### config.mk
export PLATFORM = sky130hd
export DESIGN_NAME = axis_tlast_strip_flat
export DESIGN_NICKNAME = d
export VERILOG_FILES = /design/src/rtl/axis_tlast_strip_pkg.sv /design/src/rtl/axis_tlast_strip_if.sv /design/src/rtl/axis_tlast_strip_byte_packer.sv /design/src/rtl/axis_tlast_strip.sv /design/src/flat_wrapper.sv
export SDC_FILE = /design/constraint.sdc
export NUM_CORES = 1
export LEC_CHECK = 0
export CORE_ASPECT_RATIO = 1.2
export CORE_MARGIN = 5
export CORE_UTILIZATION = 50
export DETAILED_ROUTE_END_ITERATION = 10
export GPL_ROUTABILITY_DRIVEN = 1
export PLACE_DENSITY = 0.79
export SLEW_MARGIN = 20
export SYNTH_ARGS = -nofsm -noshare
export SYNTH_HDL_FRONTEND = slang
export SYNTH_HIERARCHICAL = 1
export SYNTH_SLANG_ARGS = --single-unit
### constraint.sdc
create_clock -name aclk -period 3.7 [get_ports aclk]
set_clock_uncertainty 0.05 [all_clocks]
set_input_delay 0.74 -clock aclk [delete_from_list [all_inputs] [get_ports aclk]]
set_output_delay 0.74 -clock aclk [all_outputs]
set_load 0.02 [all_outputs]
### src/rtl/axis_tlast_strip_pkg.sv
// Shared types and helpers for the AXIS framing-strip receive path.
// Defines bus widths, the FSM state, the debug view and tkeep decoding.
package axis_tlast_strip_pkg;

  localparam int AXIS_DATA_W = 32;
  localparam int AXIS_KEEP_W = 4;
  localparam int RES_W       = 24;

  typedef enum logic {
    ST_RUN   = 1'b0,
    ST_FLUSH = 1'b1
  } state_t;

  typedef struct packed {
    state_t     state;
    logic [1:0] res_count;
    logic [RES_W-1:0] res_data;
  } dbg_t;

  // Returns {legal, n}; only lane-0-contiguous keeps are legal, illegal ones carry n=0.
  function automatic logic [3:0] keep_to_count(input logic [AXIS_KEEP_W-1:0] tkeep);
    logic [3:0] res;
    case (tkeep)
      4'b0000: res = 4'b1_000;
      4'b0001: res = 4'b1_001;
      4'b0011: res = 4'b1_010;
      4'b0111: res = 4'b1_011;
      4'b1111: res = 4'b1_100;
      default: res = 4'b0_000;
    endcase
    return res;
  endfunction

endpackage

### src/rtl/axis_tlast_strip_if.sv
// AXI4-Stream bundle used on both sides of the strip block.
// A beat transfers on a rising clock edge where tvalid && tready; the master holds
// tdata/tkeep/tlast/tvalid stable while tvalid=1 and tready=0, and tready may depend on tvalid.
interface axis_tlast_strip_if;
  import axis_tlast_strip_pkg::*;

  logic [AXIS_DATA_W-1:0] tdata;
  logic [AXIS_KEEP_W-1:0] tkeep;
  logic                   tlast;
  logic                   tvalid;
  logic                   tready;

  modport master (
    output tdata,
    output tkeep,
    output tlast,
    output tvalid,
    input  tready
  );

  modport slave (
    input  tdata,
    input  tkeep,
    input  tlast,
    input  tvalid,
    output tready
  );

endinterface

### src/rtl/axis_tlast_strip_byte_packer.sv
// Residual byte register plus the 7-byte merge that compacts partial beats into
// whole 32-bit words; the residual is kept with unused upper bytes at zero.
module axis_tlast_strip_byte_packer
  import axis_tlast_strip_pkg::*;
(
  input  logic                   clk,
  input  logic                   rst_n,
  input  logic                   beat_en,
  input  logic [AXIS_DATA_W-1:0] beat_data,
  input  logic [2:0]             beat_n,
  input  logic                   flush_en,
  output logic                   word_full,
  output logic [AXIS_DATA_W-1:0] word_data,
  output logic [AXIS_DATA_W-1:0] flush_data,
  output logic [2:0]             post_count,
  output logic [1:0]             res_count,
  output logic [RES_W-1:0]       res_data
);

  logic [AXIS_DATA_W-1:0] masked;
  logic [55:0]            merged;
  logic [2:0]             total;

  // Lanes above n are zeroed so the merged vector stays clean above 'total' bytes.
  always_comb begin
    masked = '0;
    for (int i = 0; i < AXIS_KEEP_W; i++) begin
      if (i < int'(beat_n)) masked[8*i +: 8] = beat_data[8*i +: 8];
    end
  end

  assign merged     = {32'b0, res_data} | ({24'b0, masked} << {res_count, 3'b000});
  assign total      = {1'b0, res_count} + beat_n;
  assign word_full  = beat_en && total[2];
  assign word_data  = merged[31:0];
  assign flush_data = {8'b0, res_data};
  assign post_count = beat_en ? {1'b0, total[1:0]} : {1'b0, res_count};

  // total is at most 7, so total-4 and total share the low two bits.
  always_ff @(posedge clk or negedge rst_n) begin
    if (!rst_n) begin
      res_count <= '0;
      res_data  <= '0;
    end else if (flush_en) begin
      res_count <= '0;
      res_data  <= '0;
    end else if (beat_en) begin
      res_count <= total[1:0];
      res_data  <= total[2] ? merged[55:32] : merged[23:0];
    end
  end

endmodule

### src/rtl/axis_tlast_strip.sv
// Strips tkeep/tlast framing from a packetised AXIS stream and emits compacted raw words,
// with optional zero-padded flush at packet end, packet/byte counters and a sticky tkeep error.
module axis_tlast_strip
  import axis_tlast_strip_pkg::*;
#(
  parameter bit FLUSH_ON_LAST = 1'b1,
  parameter int COUNT_W       = 32
) (
  input  logic               aclk,
  input  logic               aresetn,
  axis_tlast_strip_if.slave  s_axis,
  axis_tlast_strip_if.master m_axis,
  input  logic               stat_clear,
  output logic [COUNT_W-1:0] pkt_count,
  output logic [COUNT_W-1:0] byte_count,
  output logic               keep_err,
  output dbg_t               dbg
);

  state_t                 state;
  logic                   m_valid;
  logic [AXIS_DATA_W-1:0] m_data;

  logic [3:0]             keep_info;
  logic                   keep_legal;
  logic [2:0]             beat_n;
  logic                   out_free;
  logic                   accept;
  logic                   flush_go;

  logic                   word_full;
  logic [AXIS_DATA_W-1:0] word_data;
  logic [AXIS_DATA_W-1:0] flush_data;
  logic [2:0]             post_count;
  logic [1:0]             res_count;
  logic [RES_W-1:0]       res_data;

  assign keep_info  = keep_to_count(s_axis.tkeep);
  assign keep_legal = keep_info[3];
  assign beat_n     = keep_info[2:0];

  assign out_free      = !m_valid || m_axis.tready;
  assign s_axis.tready = aresetn && (state == ST_RUN) && out_free;
  assign accept        = s_axis.tvalid && s_axis.tready;
  assign flush_go      = (state == ST_FLUSH) && out_free;

  assign m_axis.tdata  = m_data;
  assign m_axis.tvalid = m_valid;
  assign m_axis.tkeep  = '1;
  assign m_axis.tlast  = 1'b0;

  axis_tlast_strip_byte_packer u_packer (
    .clk        (aclk),
    .rst_n      (aresetn),
    .beat_en    (accept),
    .beat_data  (s_axis.tdata),
    .beat_n     (beat_n),
    .flush_en   (flush_go),
    .word_full  (word_full),
    .word_data  (word_data),
    .flush_data (flush_data),
    .post_count (post_count),
    .res_count  (res_count),
    .res_data   (res_data)
  );

  // Output register and RUN/FLUSH control; new loads only happen when out_free.
  always_ff @(posedge aclk or negedge aresetn) begin
    if (!aresetn) begin
      state   <= ST_RUN;
      m_valid <= 1'b0;
      m_data  <= '0;
    end else begin
      if (m_valid && m_axis.tready) m_valid <= 1'b0;
      case (state)
        ST_RUN: begin
          if (accept) begin
            if (word_full) begin
              m_valid <= 1'b1;
              m_data  <= word_data;
            end
            if (s_axis.tlast && FLUSH_ON_LAST && (post_count != 3'd0)) state <= ST_FLUSH;
          end
        end
        ST_FLUSH: begin
          if (out_free) begin
            m_valid <= 1'b1;
            m_data  <= flush_data;
            state   <= ST_RUN;
          end
        end
        default: state <= ST_RUN;
      endcase
    end
  end

  // Clear has priority over any same-cycle increment or error.
  always_ff @(posedge aclk or negedge aresetn) begin
    if (!aresetn) begin
      pkt_count  <= '0;
      byte_count <= '0;
      keep_err   <= 1'b0;
    end else if (stat_clear) begin
      pkt_count  <= '0;
      byte_count <= '0;
      keep_err   <= 1'b0;
    end else if (accept) begin
      if (s_axis.tlast) pkt_count <= pkt_count + 1'b1;
      if (keep_legal) byte_count <= byte_count + COUNT_W'(beat_n);
      else            keep_err   <= 1'b1;
    end
  end

  assign dbg = '{state: state, res_count: res_count, res_data: res_data};

endmodule
### src/flat_wrapper.sv
// flat-port wrapper written by rule: the top's interface ports become plain ports
module axis_tlast_strip_flat import axis_tlast_strip_pkg::*;
#(
  parameter bit FLUSH_ON_LAST = 1'b1,
  parameter int COUNT_W       = 32
)
  (aclk, aresetn, stat_clear, pkt_count, byte_count, keep_err, dbg, s_axis_tdata, s_axis_tkeep, s_axis_tlast, s_axis_tvalid, s_axis_tready, m_axis_tdata, m_axis_tkeep, m_axis_tlast, m_axis_tvalid, m_axis_tready);
  axis_tlast_strip_if s_axis_i ();
  axis_tlast_strip_if m_axis_i ();
  input  logic aclk;
  input  logic aresetn;
  input  logic stat_clear;
  output logic [COUNT_W-1:0] pkt_count;
  output logic [COUNT_W-1:0] byte_count;
  output logic keep_err;
  output dbg_t dbg;
  input wire logic [$bits(s_axis_i.tdata)-1:0] s_axis_tdata;
  input wire logic [$bits(s_axis_i.tkeep)-1:0] s_axis_tkeep;
  input wire logic [$bits(s_axis_i.tlast)-1:0] s_axis_tlast;
  input wire logic [$bits(s_axis_i.tvalid)-1:0] s_axis_tvalid;
  output wire logic [$bits(s_axis_i.tready)-1:0] s_axis_tready;
  output wire logic [$bits(m_axis_i.tdata)-1:0] m_axis_tdata;
  output wire logic [$bits(m_axis_i.tkeep)-1:0] m_axis_tkeep;
  output wire logic [$bits(m_axis_i.tlast)-1:0] m_axis_tlast;
  output wire logic [$bits(m_axis_i.tvalid)-1:0] m_axis_tvalid;
  input wire logic [$bits(m_axis_i.tready)-1:0] m_axis_tready;
  assign s_axis_i.tdata = s_axis_tdata;
  assign s_axis_i.tkeep = s_axis_tkeep;
  assign s_axis_i.tlast = s_axis_tlast;
  assign s_axis_i.tvalid = s_axis_tvalid;
  assign s_axis_tready = s_axis_i.tready;
  assign m_axis_tdata = m_axis_i.tdata;
  assign m_axis_tkeep = m_axis_i.tkeep;
  assign m_axis_tlast = m_axis_i.tlast;
  assign m_axis_tvalid = m_axis_i.tvalid;
  assign m_axis_i.tready = m_axis_tready;
  axis_tlast_strip #(.FLUSH_ON_LAST(FLUSH_ON_LAST), .COUNT_W(COUNT_W)) u_core (.aclk(aclk), .aresetn(aresetn), .s_axis(s_axis_i), .m_axis(m_axis_i), .stat_clear(stat_clear), .pkt_count(pkt_count), .byte_count(byte_count), .keep_err(keep_err), .dbg(dbg));
endmodule
==> reports/metrics.cfg, run 1 <==
[run_status]
status=finished, final reports clean

[worst_setup_path]
critPathKind=in2reg
max_stage_delay_ns=0.56
end_kind=register
setup.worst_path.start_class=primary input
crit_path_max_fanout=10
path_cells=clkdlybuf4s50_1 > xor2_1 > nor3b_1 > buf_4 > ha_1 > fa_1 > a21o_1 > and2_1 > nand3_1 > or4_1 > a21oi_1
crit_required_ns=3.99
slowest_stage=or4_1
worstPathArrival_ns=3.56

[placed_design]
dp_hpwl_mm=15.9
port_buffers=167
placed_cells=1152
place.gp.congestion=1.01

[routing]
via_per_inst=5.82
detail-route-antenna-nets=0
post_drt_wl_per_cell_um=18.7
drc=0
num_vias=6893
dr.pass1.iters=5
wirelength_mm=22.2
drt_iter0_markers=475

[clock_tree]
cts_sinks=125
h-tree-depth=4
cts.path.max_buffers=2
cts_tree=yes
numCtsBuffers=17
ctsResizeCount=0
clkTransAtPathRegs_ns=0.06
postCtsHoldBufs=0
clock_latency_ns=0.42
clockRootBuffer=clkbuf_16
post_cts_buffers=0

[floorplanning]
die-area_sq_um=17800
die_h_um=145
row_count=49
die_x_um=123
initial_core_util=0.509
io_pins=173
core-area_sq_um=15000

[min_path]
hp-class=reg2reg

[synth]
synth.distinct_cells=63
yosysTopAreaCellShare=0.410
synth_edf_count=0
yosysSeqAreaShare=0.410
synth.cell_area_sq_um=7620
synth-seq-cells=125
synth_cells=826
ys_dominant_reg_cell=dfrtp_1
synth_area_leaders=dfrtp_1 (41%), mux2i_1 (5.5%), o21ai_0 (4.0%)
synth_async_sr_flop_share=1.00
yosysWarnings=6
yosys.area.top_type=dfrtp_1
syn_area_per_cell_sq_um=9.23

[grt]
antenna_found_initial=0
grt_pass1_vias=6821
grt_pass1_wl_mm=35.8
grt_max_degree=69
track_usage=0.251
overflow=0

[timing]
rsz0062_at_grt=no
setup_violations=0
timing.final.max_slew_violations=0
period_share=0.885
slew_headroom=0.399
fmax_mhz=305
setup_tns_ns=0
worstMarginPinSlew_ns=0.902
hold_violations=0
fin_crit_ns=3.27

[pwr]
seqPwrFrac=0.346
vdd.ir_drop.worst_mv=0.280
p_switching_mw=1.78
clockPowerShare=0.314
intPower_mw=3.39
leakagePower_nw=4.04
swShare=0.345
powerDensity_nw_per_um2=524
power_frac_comb=0.340

[layout]
layout-drive-gt1-share=0.0990
syn2layout_area_growth_pct=29.7
num_antenna_cells=0
fill_cells=1287
finalNonFillerCells=1184
final_nets=1016

[flow_run]
cap_violations=0

==> routing by layer <==
layer,up-vias,global-route usage,part of all wire
li1,3222,-,-
met1,3335,0.326,0.42
met2,297,0.405,0.48
met3,39,0.0662,0.079
met4,0,0.0863,0.026
met5,-,0,0
==> cell usage in the layout (no fill, tap or decap), types with 9 or more instances in the layout <==
cell type        synthesis  layout
nor2b_1                 22      22
o21ai_0                 61      61
nor3_1                  22      22
or3_1                    9       9
buf_4                   39      30
xnor2_1                 29      29
inv_1                   15      15
nand2_1                 79      79
dfrtp_1                125     124
nor4_1                  17      17
clkbuf_16                0      17
clkdlybuf4s50_1          0     165
nand4_1                 12      12
or4_1                   10      10
conb_1                   3      14
a21oi_1                 32      31
mux2i_1                 42      42
o31ai_1                  9       9
nand3_1                 21      21
nor2_1                  58      58
a32oi_1                 16      16
a21o_1                  24      24
==> critical path: cells and delay by family <==
family	cells	cell delay [ns]
adders and majority gates	2	0.40
AOI/OAI and AO/OA	2	0.29
xor gates and xnor gates	1	0.18
and+or+nand+nor	4	1.28
buffers and inverters	2	0.67
==> synthesized netlist by cell type (14+ instances only) <==
master / count
nor2b_1: 22
inv_1: 15
a21o_1: 24
dfrtp_1: 125
nor4_1: 17
a32oi_1: 16
nand2_1: 79
o21ai_0: 61
a21oi_1: 32
nor3_1: 22
buf_2: 14
clkbuf_1: 19
xnor2_1: 29
buf_4: 39
nand3_1: 21
nor2_1: 58
mux2i_1: 42
==> logic make-up after synthesis <==
kind of cell | Yosys count | share of synthesized area
xor+xnor | 33 | 0.0379
mux | 50 | 0.0670
flops | 125 | 0.410
fa+ha+maj | 7 | 0.0135
compound gates | 198 | 0.178
buf+inv | 103 | 0.0763
other cells | 3 | 0.00148
simple gates | 307 | 0.215
==> power groups by stage <==
stage	logic, mW	clock network [mW]	registers [mW]
4_1_cts	1.77	1.64	1.79
3_3_place_gp	1.74	0	1.81
5_1_grt	1.90	1.71	1.83
2_1_floorplan	0.930	0	1.96
3_5_place_dp	1.76	0	1.81
6_report	1.76	1.63	1.79
==> path summary, 6_finish.rpt <==
kind                                          from                           end  slack [ns]  cells after the start
min in group asynchronous                  aresetn       u_core/m_axis.tdata[21]        0.46                      2
max in group asynchronous                  aresetn  u_core/u_packer/res_data[17]        1.72                      3
min                        u_core/m_axis.tdata[15]       u_core/m_axis.tdata[15]        0.42                      2
min reg2reg                u_core/m_axis.tdata[15]       u_core/m_axis.tdata[15]        0.42                      2
max reg2reg                   u_core/m_axis.tvalid         u_core/byte_count[17]        1.28                      7
max                                s_axis_tkeep[2]         u_core/byte_count[30]        0.43                     11
==> cell type report <==
cell class	instances	area, sq um	area share
clock buffer	20	447	0.0452
clock inverter	12	121	0.0123
inverter	17	65.1	0.00658
multi-input combinational	609	3960	0.401
sequential	125	3130	0.317
tap	204	255	0.0258
timing repair buffer	197	1900	0.192
==> flip-flops by register name, summed over array words and instances (netlist names) <==
name,flops
u_core/byte_count,32
u_core/keep_err,1
u_core/m_axis.tdata,32
u_core/m_axis.tvalid,1
u_core/pkt_count,32
u_core/state,1
u_core/u_packer/res_count,2
u_core/u_packer/res_data,24
==> through the flow <==
stage                      util  power [mW]  setup slack [ns]  cell area, sq um  hold WS, ns
after floorplan               -        2.89             0.372              7660        0.394
after global placement    0.623        3.55            0.0673              9320        0.413
after detailed placement  0.623        3.58            0.0413              9320        0.421
after CTS                 0.661        5.21             0.467              9880        0.433
after global routing      0.661        5.44             0.198              9880        0.461
final                     0.661        5.18             0.426              9880        0.424
No activity file was read; power rests on OpenSTA's default activity.
==> inputs of run 2 (changes only) <==
- SLEW_MARGIN: 20 -> default
==> results of run 2 <==
Same layout as run 1: the final DEF is identical, and so are final timing and power.
==> inputs of run 3 (changes only) <==
- ABC_CLOCK_PERIOD_IN_PS: default -> 3700
- CORE_ASPECT_RATIO: 1.2 -> 0.75
- CORE_MARGIN: 5 -> 2
==> reports/metrics.cfg, run 3 (synthesis gave the netlist of run 1 again) <==
[pwr]
leakagePower_nw=4.06  ; +0.45%
powerDensity_nw_per_um2=526  ; +0.41%
vdd.ir_drop.worst_mv=0.338  ; +21%
total_power_mw=5.22  ; +0.94%

[timing]
period_share=0.914  ; +0.0290
timing.final.max_slew_violations=0  ; unchanged
fin_crit_ns=3.38  ; +0.107 ns
hold_violations=0  ; unchanged
fmax_mhz=296  ; -3.2%
whs_ns=0.424  ; -0.000285 ns
slew_headroom=0.460  ; +0.0613
setup_violations=0  ; unchanged
rsz0062_at_grt=no
worstMarginPinSlew_ns=0.810  ; -0.0920 ns
setup_tns_ns=0  ; unchanged

[layout]
fin_util=0.659  ; -0.00172
layout_common_cells=clkdlybuf4s50_1 (165), dfrtp_1 (124), nand2_1 (79), o21ai_0 (61), nor2_1 (58)
num_antenna_cells=0  ; unchanged
syn2layout_area_growth_pct=30.4
final_common_cell=clkdlybuf4s50_1
layout-drive-gt1-share=0.101  ; +0.00184
final_nets=1019  ; +0.30%
fill_cells=1244  ; -3.3%
finalNonFillerCells=1187  ; +0.25%

[worst_setup_path]
end_kind=register
cp_top_family=simple AND/OR/NAND/NOR gates
crit_required_ns=3.99  ; about the same
rr_worst_depth=7  ; unchanged
slowest_stage=or4_1
max_stage_delay_ns=0.53  ; -0.03 ns
critPathBufInv=2  ; unchanged
setup.worst_path.start_class=primary input
critPathKind=in2reg
path_cells=clkdlybuf4s50_1 > xor2_1 > nor3b_1 > buf_4 > ha_1 > fa_1 > a21o_1 > and2_1 > nand3_1 > or4_1 > a21oi_1
crit_cells=11  ; unchanged
crit_path_max_fanout=11  ; +1
worstPathArrival_ns=3.67  ; +0.11 ns

[min_path]
hold_depth=2  ; unchanged
hp-class=reg2reg

[grt]
gr-usage-met1=0.401  ; +0.0748
track_usage=0.270  ; +0.0190
met2_usage=0.382  ; -0.0229
grt_max_degree=65  ; -5.8%
antenna_found_initial=0  ; unchanged
grt_pass1_wl_mm=34.6  ; -3.4%
grt_pass1_vias=6323  ; -7.3%
overflow=0  ; unchanged
top_usage_layer=met1
met3_usage=0.0770  ; +0.0108

[clock_tree]
h-tree-depth=4  ; unchanged
cts_sinks=125  ; unchanged
ctsResizeCount=0  ; unchanged
numCtsBuffers=17  ; unchanged
clock_latency_ns=0.42  ; about the same
post_cts_buffers=0  ; unchanged
clockRootBuffer=clkbuf_16
clkTransAtPathRegs_ns=0.06  ; about the same
cts_tree=yes
cts.path.max_buffers=2  ; unchanged
postCtsHoldBufs=0  ; unchanged

[floorplanning]
die-area_sq_um=16300  ; -8.8%
initial_core_util=0.505  ; -0.00402
row_count=39  ; -20%
die_h_um=111  ; -24%
core-area_sq_um=15100  ; +0.79%
die_x_um=147  ; +19%
io_pins=173  ; unchanged

[placed_design]
port_buffers=167  ; unchanged
place.gp.congestion=0.957  ; -5.0%
dp_hpwl_mm=15.7  ; -0.99%
placed_cells=1156  ; +0.35%

[routing]
num_vias=6859  ; -0.49%
wirelength_mm=22.0  ; -1.1%
dr.pass1.iters=5  ; unchanged
drt_iter0_markers=582  ; +23%
detail-route-antenna-nets=0  ; unchanged
drc=0  ; unchanged
via_per_inst=5.78  ; -0.74%
post_drt_wl_per_cell_um=18.5  ; -1.3%

[flow_run]
cap_violations=0  ; unchanged

[run_status]
status=finished, final reports clean

## run 3: changes by cell type in the layout (fill, tap and decap cells not counted)
cell | before | now
clkinv_2 | 7 | 3
inv_6 | 0 | 1
buf_4 | 30 | 32
clkbuf_8 | 1 | 3
buf_12 | 1 | 2
## run 3: cell type report
class	instances	area (sq um)	area share
flip-flops and latches	125	3130	0.315
clock inverters	9	110	0.0111
multi-input cells	609	3960	0.399
repair buffers	200	1940	0.195
clock buffers	22	474	0.0477
inverters	17	65.1	0.00655
well taps	205	256	0.0258
## run 3: path summary, 6_finish.rpt
check	from	endpoint	slack (ns)
hold / removal	u_core/m_axis.tdata[16]	u_core/m_axis.tdata[16]	0.42
setup reg to reg	u_core/m_axis.tvalid	u_core/byte_count[9]	1.42
max in group asynchronous	aresetn	u_core/m_axis.tdata[23]	1.78
min in group asynchronous	aresetn	u_core/pkt_count[21]	0.48
hold reg to reg	u_core/m_axis.tdata[16]	u_core/m_axis.tdata[16]	0.42
setup / recovery	s_axis_tkeep[2]	u_core/byte_count[28]	0.32
## run 3: metal layers
layer | up-vias | part of all wire | wire [um]
met2 | 323 | 0.43 | 9390
met5 | - | 0 | 0
met3 | 37 | 0.090 | 1980
li1 | 3239 | - | -
met4 | 0 | 0.020 | 447
met1 | 3260 | 0.46 | 10100
## run 3: per-stage QoR
step	cell area, sq um	worst slack, ns
floorplan	7660	0.372
global placement	9350	0.0408
detailed placement	9350	-0.0370
CTS	9940	0.356
global route	9940	0.180
finish	9940	0.319
## run 3: power by group
part	switching, mW	internal, mW	total, mW
Clock	0.607	1.04	1.65
Combinational	0.989	0.795	1.78
Sequential	0.190	1.60	1.79
## run 3: worst min-delay path: cells and delay by family (launching register included)
| family | cells | cell delay, ns |
|---|---|---|
| AOI/OAI and AO/OA | 1 | 0.06 |
| and+or+nand+nor | 1 | 0.04 |
| DFF | 1 | 0.34 |
